File: config.mk
export PLATFORM = sky130hd
export DESIGN_NAME = usb2_ep0_vendreq
export DESIGN_NICKNAME = d
export VERILOG_FILES = /design/src/rtl/usb2_vendreq_pkg.sv /design/src/rtl/usb2_vendreq_pulse.sv /design/src/rtl/usb2_ep0_vendreq.sv
export SDC_FILE = /design/constraint.sdc
export NUM_CORES = 1
export LEC_CHECK = 0
export CAP_MARGIN = 5
export CORE_MARGIN = 2
export CORE_UTILIZATION = 35
export DETAILED_ROUTE_END_ITERATION = 10
export GPL_TIMING_DRIVEN = 0
export PLACE_DENSITY_LB_ADDON = 0.2
export SLEW_MARGIN = 15
export SYNTH_ARGS = -nofsm -noshare
export SYNTH_HDL_FRONTEND = slang
export SYNTH_SLANG_ARGS = --single-unit
File: constraint.sdc
create_clock -name phy_clk -period 2.9 [get_ports phy_clk]
set_input_delay 0.435 -clock phy_clk [delete_from_list [all_inputs] [get_ports phy_clk]]
set_output_delay 0.435 -clock phy_clk [all_outputs]
set_load 0.01 [all_outputs]
File: src/rtl/usb2_vendreq_pkg.sv
// Shared request codes and FSM encoding for the EP0 vendor-request decoder.
package usb2_vendreq_pkg;

  localparam logic [7:0] REQ_WRITE_BASE = 8'h10;
  localparam logic [7:0] REQ_SELECT     = 8'h21;
  localparam logic [7:0] REQ_SETBITS    = 8'h22;
  localparam logic [7:0] REQ_CLRBITS    = 8'h23;
  localparam logic [7:0] REQ_PULSE      = 8'h30;
  localparam logic [7:0] REQ_CLRERR     = 8'h3F;

  typedef enum logic [1:0] {
    StIdle   = 2'd0,
    StDecode = 2'd1,
    StPulse  = 2'd2
  } vend_state_e;

endpackage

File: src/rtl/usb2_vendreq_pulse.sv
// Timed one-hot pulse generator: a pulse of width+1 cycles on output idx after load.
module usb2_vendreq_pulse
  import usb2_vendreq_pkg::*;
#(
  parameter int unsigned NPULSE = 8
) (
  input  logic              clk,
  input  logic              rst_n,
  input  logic              load,
  input  logic [2:0]        idx,
  input  logic [7:0]        width,
  output logic [NPULSE-1:0] pulse,
  output logic              done
);

  logic [7:0] cnt;
  logic       running;

  always_ff @(posedge clk or negedge rst_n) begin
    if (!rst_n) begin
      cnt     <= 8'd0;
      running <= 1'b0;
      pulse   <= '0;
    end else if (load) begin
      cnt     <= width;
      running <= 1'b1;
      for (int i = 0; i < NPULSE; i++) begin
        pulse[i] <= (idx == 3'(i));
      end
    end else if (running) begin
      // Counter reaching zero is the last high cycle; drop together with the FSM exit.
      if (cnt == 8'd0) begin
        running <= 1'b0;
        pulse   <= '0;
      end else begin
        cnt <= cnt - 8'd1;
      end
    end
  end

  assign done = running && (cnt == 8'd0);

endmodule

File: src/rtl/usb2_ep0_vendreq.sv
// EP0 vendor-request decoder: register bank, bit set/clear, timed pulses, status flags.
module usb2_ep0_vendreq
  import usb2_vendreq_pkg::*;
#(
  parameter int unsigned NREGS  = 16,
  parameter int unsigned NPULSE = 8
) (
  input  logic                  phy_clk,
  input  logic                  reset_n,
  input  logic                  vend_req_act,
  input  logic [7:0]            vend_req_request,
  input  logic [15:0]           vend_req_val,
  output logic [NREGS*16-1:0]   reg_out,
  output logic                  reg_wr_strobe,
  output logic [3:0]            reg_wr_addr,
  output logic [NPULSE-1:0]     pulse_out,
  output logic                  busy,
  output logic                  err_overrun,
  output logic                  err_unknown,
  output logic [7:0]            req_count
);

  localparam logic [4:0] NREGS_W  = 5'(NREGS);
  localparam logic [3:0] NPULSE_W = 4'(NPULSE);

  vend_state_e state;
  logic        act_d;
  logic        act_edge;
  logic [7:0]  act_req;
  logic [15:0] act_val;
  logic        pend_vld;
  logic [7:0]  pend_req;
  logic [15:0] pend_val;
  logic [3:0]  sel;
  logic [15:0] regs [NREGS];

  logic        wr_en;
  logic [3:0]  wr_idx;
  logic [15:0] wr_data;
  logic [15:0] sel_val;
  logic        sel_ok;
  logic        op_select;
  logic        op_pulse;
  logic        op_clrerr;
  logic        op_bad;
  logic        pulse_load;
  logic        pulse_done;

  assign act_edge = vend_req_act & ~act_d;

  always_comb begin
    reg_out = '0;
    for (int i = 0; i < NREGS; i++) begin
      reg_out[16*i +: 16] = regs[i];
    end
  end

  // Decode of the active request; only acted upon in StDecode.
  always_comb begin
    sel_val = '0;
    for (int i = 0; i < NREGS; i++) begin
      if (sel == 4'(i)) sel_val = regs[i];
    end
    sel_ok    = ({1'b0, sel} < NREGS_W);
    wr_en     = 1'b0;
    wr_idx    = sel;
    wr_data   = act_val;
    op_select = 1'b0;
    op_pulse  = 1'b0;
    op_clrerr = 1'b0;
    op_bad    = 1'b0;
    if (act_req[7:4] == REQ_WRITE_BASE[7:4]) begin
      wr_idx = act_req[3:0];
      if ({1'b0, act_req[3:0]} < NREGS_W) wr_en = 1'b1;
      else op_bad = 1'b1;
    end else begin
      case (act_req)
        REQ_SELECT:  op_select = 1'b1;
        REQ_SETBITS: begin
          if (sel_ok) begin
            wr_en   = 1'b1;
            wr_data = sel_val | act_val;
          end else begin
            op_bad = 1'b1;
          end
        end
        REQ_CLRBITS: begin
          if (sel_ok) begin
            wr_en   = 1'b1;
            wr_data = sel_val & ~act_val;
          end else begin
            op_bad = 1'b1;
          end
        end
        REQ_PULSE: begin
          if ({1'b0, act_val[2:0]} < NPULSE_W) op_pulse = 1'b1;
          else op_bad = 1'b1;
        end
        REQ_CLRERR:  op_clrerr = 1'b1;
        default:     op_bad = 1'b1;
      endcase
    end
  end

  assign pulse_load = (state == StDecode) && op_pulse;

  always_ff @(posedge phy_clk or negedge reset_n) begin
    if (!reset_n) begin
      for (int i = 0; i < NREGS; i++) regs[i] <= '0;
    end else if (state == StDecode && wr_en) begin
      for (int i = 0; i < NREGS; i++) begin
        if (wr_idx == 4'(i)) regs[i] <= wr_data;
      end
    end
  end

  always_ff @(posedge phy_clk or negedge reset_n) begin
    if (!reset_n) begin
      state         <= StIdle;
      act_d         <= 1'b0;
      act_req       <= 8'd0;
      act_val       <= 16'd0;
      pend_vld      <= 1'b0;
      pend_req      <= 8'd0;
      pend_val      <= 16'd0;
      sel           <= 4'd0;
      busy          <= 1'b0;
      reg_wr_strobe <= 1'b0;
      reg_wr_addr   <= 4'd0;
      err_overrun   <= 1'b0;
      err_unknown   <= 1'b0;
      req_count     <= 8'd0;
    end else begin
      act_d         <= vend_req_act;
      reg_wr_strobe <= 1'b0;
      unique case (state)
        StIdle: begin
          if (pend_vld) begin
            act_req  <= pend_req;
            act_val  <= pend_val;
            pend_vld <= act_edge;
            if (act_edge) begin
              pend_req <= vend_req_request;
              pend_val <= vend_req_val;
            end
            state <= StDecode;
            busy  <= 1'b1;
          end else if (act_edge) begin
            act_req <= vend_req_request;
            act_val <= vend_req_val;
            state   <= StDecode;
            busy    <= 1'b1;
          end
        end
        StDecode: begin
          req_count <= req_count + 8'd1;
          if (wr_en) begin
            reg_wr_strobe <= 1'b1;
            reg_wr_addr   <= wr_idx;
          end
          if (op_select) sel <= act_val[3:0];
          if (op_clrerr) begin
            err_overrun <= 1'b0;
            err_unknown <= 1'b0;
          end
          if (op_bad) err_unknown <= 1'b1;
          if (op_pulse) begin
            state <= StPulse;
          end else begin
            state <= StIdle;
            busy  <= 1'b0;
          end
        end
        StPulse: begin
          if (pulse_done) begin
            state <= StIdle;
            busy  <= 1'b0;
          end
        end
        default: begin
          state <= StIdle;
          busy  <= 1'b0;
        end
      endcase
      // Late assignment so a fresh overrun beats a CLRERR in the same cycle.
      if (act_edge && state != StIdle) begin
        if (pend_vld) begin
          err_overrun <= 1'b1;
        end else begin
          pend_vld <= 1'b1;
          pend_req <= vend_req_request;
          pend_val <= vend_req_val;
        end
      end
    end
  end

  usb2_vendreq_pulse #(
    .NPULSE (NPULSE)
  ) u_pulse (
    .clk   (phy_clk),
    .rst_n (reset_n),
    .load  (pulse_load),
    .idx   (act_val[2:0]),
    .width (act_val[15:8]),
    .pulse (pulse_out),
    .done  (pulse_done)
  );

endmodule

Yosys cells after proc, flatten, opt, wreduce, memory -nomap -nowiden. Cells that the tools add are included.

Word-level logic and storage cells: 203. Latch bits: 0. Memory bits (writable): 0. Flip-flop bits (word level): 345. Memories: 0. Input bits: 27. Memory bits (read-only): 0.

Reduce and logical (&&, ||, !) cells: 40. Div/mod/pow operators: 0. Bitwise logic cells: 5. Add/subtract/negate cells: 2. Muxes and demuxes: 74. Order comparisons: 0. Multiply operators: 0. Equality and inequality tests: 49. Shift operators: 0.

Operator list (number): $mux 16 (24); $mux 8 (13); $eq 4x4->1 const B (16); $reduce_and 2->1 (23); $eq 8x6->1 const B (5); $eq 4x3->1 const B (8); $pmux 16 s2 (1); $mux 1 (29); $and 16x16->16 (1); $eq 4x2->1 const B (4); $not 16->16 (1); $or 16x16->16 (1); $eq 3x3->1 const B (4); $eq 4x1->1 const B (3); $reduce_bool 2->1 (5); $add 8x1->8 const B (1); $logic_not 4->1 (2); $logic_not 8->1 (1); $mux 2 (4); $sub 8x1->8 const B (1); $eq 3x2->1 const B (2); $ne 2x2->1 const B (3); $pmux 2 s3 (1); $reduce_or 5->1 (1); other kinds (13) (16).

Logic depth before layout (Yosys ltp).
Word-level depth: 20. Depth in mapped cells: 12. Depth with buffers taken out: 8.

Cells and area by module. From an unflattened synthesis, not the netlist that was laid out.

Cell total of the unflattened synthesis: 1545. Area total of the unflattened synthesis: 16246.8 sq um.

Modules (own cells, without submodules): usb2_ep0_vendreq (sequential area each 8207.9 sq um, area an instance 15313.4 sq um, cells an instance 1445, times used 1); usb2_vendreq_pulse (sequential area each 425.4 sq um, area an instance 933.4 sq um, cells an instance 100, times used 1).

Worst setup path before layout. No wires, ideal clock.

Kind: reg2reg. Start point: reg sel[0]. End point: reg regs, in the netlist reg_out[159]. Setup slack: 704 ps. Period minus slack after synthesis: 2196 ps. Cell stages (with the launch flop): 12. Path buffers: 6. Setup time: 138 ps. Arrival: 2058 ps. Required time: 2762 ps. Cells stage by stage: dfrtp_1 > buf_6 > buf_12 > buf_12 > buf_6 > buf_4 > o21a_1 > o211ai_1 > o2111ai_1 > a31oi_2 > buf_2 > a21oi_1.

Word-level cells in the longest chain between the ends: 20. Elaborated cells between the ends (all ways): 39.

RTL lines: from (decl) (line usb2_ep0_vendreq.sv:34) `logic [3:0] sel;`; from (signal assigned) (line usb2_ep0_vendreq.sv:161) `if (op_select) sel <= act_val[3:0];`; $logic_not 4->1 (line usb2_ep0_vendreq.sv:62) `if (sel == 4'(i)) sel_val = regs[i];`; $mux 16 (16 in series) (line usb2_ep0_vendreq.sv:62); $and 16x16->16 or $or 16x16->16 (tied branches) (line usb2_ep0_vendreq.sv:90, usb2_ep0_vendreq.sv:82); $pmux 16 s2 (line usb2_ep0_vendreq.sv:77) `case (act_req)`; $mux 16 (line usb2_ep0_vendreq.sv:72) `if (act_req[7:4] == REQ_WRITE_BASE[7:4]) begin`; to (signal, indexed assignment) (line usb2_ep0_vendreq.sv:112) `if (wr_idx == 4'(i)) regs[i] <= wr_data;`; to (decl) (line usb2_ep0_vendreq.sv:35) `logic [15:0] regs [NREGS];`.

Several ways; a longest one is shown, not always the timed one. A chain may end at the register's enable or synchronous reset.

Worst setup path in the final report.
Start point: reg sel[1]. End point: reg regs, in the netlist reg_out[31].

The elaborated chain is that of the path after synthesis.

==> reports/metrics.yaml <==
finish:
  area_growth_pct: 33.7
  diodes: 0
  final_cell_mix: "dfrtp_1, clkdlybuf4s50_1, nand2_1"
  drive_above_1_share_pct: 12.7
  layout_commonest_cell: "dfrtp_1"
  nNetsFinal: 2093
  nFillCells: 4385
  utilization_pct: 47.6
  final-instance-count-excl-fill: 2695
floorplanning:
  start_util_pct: 35.6
  core-area_sq_um: 46800
  fp.dieW_um: 222
  pin_count: 307
  die_y_um: 222
  placementRows: 79
  dieArea_sq_um: 49300
timing:
  relSlewSlack_pct: 21.2
  slew_viol_final: 0
  whs_ps: 335
  setup_ws_ps: 51.5
  period_share_pct: 98.2
  final-hold-violation-count: 0
  fin_skew_ps: 26.0
  fmax_mhz: 351
  tightest_slew_ps: 1180
  setup-tns-final_ps: 0
  setup_viol: 0
  fin_crit_ps: 2850
critical_path:
  worstPathRequired_ps: 3310
  arrival_ps: 3260
  start_kind: "flop"
  crit_chain: "buf_4 -> clkbuf_4 -> buf_4 -> mux4_2 -> o211ai_1 -> o2111ai_1 -> a31oi_4 -> buf_2 -> a21oi_1"
  reg2reg_depth: 9
  path_common_cell: "buf_4"
  critPathMaxFanout: 10
  r2r-start: "sel[1]"
  worstSetupPathType: "reg -> reg"
  rrSetupSlack_ps: 50
  slowest_delay_ps: 480
  cp-end-kind: "flop"
  r2r-end: "reg_out[31]"
  crit_slowest_cell: "dfrtp_2"
route:
  drtIter0Drc: 1500
  wl_per_cell_um: 24.4
  first_pass_iters: 5
  vias: 15000
  drcViolationCount: 0
  antenna_left: 0
  drt_wl_total_mm: 65.7
  viasPerCell: 5.55
clock_network:
  clk_latency_ps: 570
  clock-root-buffer: "clkbuf_16"
  cts_made_buffers: 38
  cts_num_sinks: 345
  htreeDepth: 2
  clockBufferDepth: 3
  cts.reportedPaths.clkPinSlew_ps: 60
  cts_tree: "done"
synth:
  synth.distinct_cells: 83
  synth_nets: 1726
  syn_area_sq_um: 16600
  synth_edf_count: 0
  syn_avg_cell_area_sq_um: 9.80
  ys_ff_latch: 345
  ys_warn_count: 0
  synthArstFlopShare_pct: 100
  synth_ff_type: "dfrtp_1"
  syn_inst: 1697
  synth-seq-area-share_pct: 51.9
grt:
  grt_max_degree: 97
  gr-total-overflow: 0
  first_global_vias: 14800
  grt_pass1_wl_mm: 97.3
  antenna_found_initial: 0
  grt_usage_pct: 26.2
worst_hold_path:
  hold_class: "in -> reg"
  whs_path_depth: 1
  min_to: "act_d"
  min-delay-start: "vend_req_act"
place:
  place_ws_ps: -422
  port_buffers: 306
  place.gp.congestion: 0.920
  dp.cells: 2613
  dp_hpwl_mm: 49.7
pwr:
  power_density_nw_per_um2: 821
  leakagePower_nw: 9.00
  irDropWorstVdd_v: 0.000456
status:
  outcome: "finished, final reports clean"
job:
  maxCapViolCount: 0
==> metrics by stage <==
step	cell area [sq um]	power, mW
6_report	22200	18.3
5_1_grt	22200	19.0
3_3_place_gp	20500	12.5
4_1_cts	22000	18.1
2_1_floorplan	16600	9.78
3_5_place_dp	20500	12.6
==> worst max path at each step <==
stage               startpoint  slack [ps]  cells past startpoint           end
global route        act_req[2]         -30                      6   reg_out[64]
finish                  sel[1]          50                      9   reg_out[31]
global placement       reset_n      -13990                      1  reg_out[123]
detailed placement      sel[1]        -420                      8   reg_out[40]
CTS                     sel[0]          10                     10   reg_out[14]
floorplan               sel[0]         700                     11  reg_out[159]
==> final cells by class <==
cell class / instances / area (sq um) / share of cell area (%)
Clock inverter: 13 / 203 / 0.911
Buffer: 113 / 648 / 2.91
Sequential cell: 345 / 8630 / 38.8
Inverter: 25 / 93.8 / 0.422
Clock buffer: 51 / 1090 / 4.91
Timing Repair Buffer: 327 / 3380 / 15.2
Tap cell: 607 / 759 / 3.42
Multi-Input combinational cell: 1214 / 7430 / 33.4
==> cells by family after synthesis <==
kind of cell,share of synthesized area (%)
buffers and inverters,4.11
multiplexers,7.86
XOR/XNOR,0.737
AND/OR/NAND/NOR,15.1
flip-flops,51.9
adder cells (fa/ha/maj),0.211
AO/OA/AOI/OAI,20.1
==> power breakdown <==
group / leakage (nW) / switching [mW] / internal (mW) / total [mW]
Clock: 0.632 / 2.07 / 3.08 / 5.15
Combinational: 3.70 / 3.97 / 2.70 / 6.66
Sequential: 4.68 / 0.845 / 5.60 / 6.44
==> flip-flops by register name, summed over array words and instances (netlist names) <==
signal	count
reg_out	256
req_count	8
u_pulse.pulse	8
err_overrun	1
sel	4
act_d	1
u_pulse.cnt	8
pend_val	16
pend_req	8
pend_vld	1
reg_wr_strobe	1
u_pulse.running	1
state	2
busy	1
reg_wr_addr	4
act_val	16
err_unknown	1
act_req	8
==> layer usage <==
metal	global-route usage [%]	wire length, um	vias up
li1	-	-	6746
met4	6.80	1470	0
met3	6.20	5390	95
met2	41.6	30100	637
met1	36.0	28700	7477
met5	0	0	-
==> synth_stat cells, types with 5 or more instances <==
cell / count / area [sq um]
clkbuf_1: 68 / 255
nor2_1: 146 / 548
nor3_1: 8 / 40.0
mux2_2: 40 / 450
a31oi_1: 10 / 62.6
a21oi_1: 108 / 541
o211ai_1: 13 / 97.6
o21ai_1: 130 / 651
buf_4: 9 / 67.6
buf_2: 22 / 110
a22o_1: 8 / 70.1
o22ai_1: 11 / 68.8
o21ai_0: 128 / 641
buf_6: 9 / 101
nor2b_1: 11 / 68.8
mux4_2: 12 / 270
o21ai_2: 7 / 61.3
and3_1: 5 / 31.3
o221ai_1: 14 / 123
o31ai_1: 7 / 52.6
nand3_1: 21 / 105
mux2i_1: 56 / 561
nor3_4: 8 / 130
o21a_1: 24 / 180
o21bai_1: 8 / 60.1
nand2_1: 289 / 1080
xnor2_1: 12 / 105
nor2_2: 6 / 37.5
o2bb2ai_1: 9 / 78.8
a21oi_2: 7 / 61.3
a211oi_2: 8 / 100
inv_1: 25 / 93.8
nand4_1: 6 / 37.5
nand2b_1: 12 / 75.1
dfrtp_1: 345 / 8630
nor3b_1: 5 / 37.5
==> worst max-delay path, delay by kind of cell, from the launching register on <==
family | cells | cell delay [ps]
buffers and inverters | 4 | 1030
AOI/OAI and AO/OA | 4 | 780
DFF | 1 | 480
muxes | 1 | 390
==> timing repair <==
item,4_1_cts,5_1_grt
buffers inserted,8,9
pin swaps,11,8
hold endpoints to repair,82,0
hold buffers,1,0
setup endpoints to repair,154,164
resized for setup,22,46
gates cloned,0,0
Note: power is estimated with default switching activity, not from simulation.
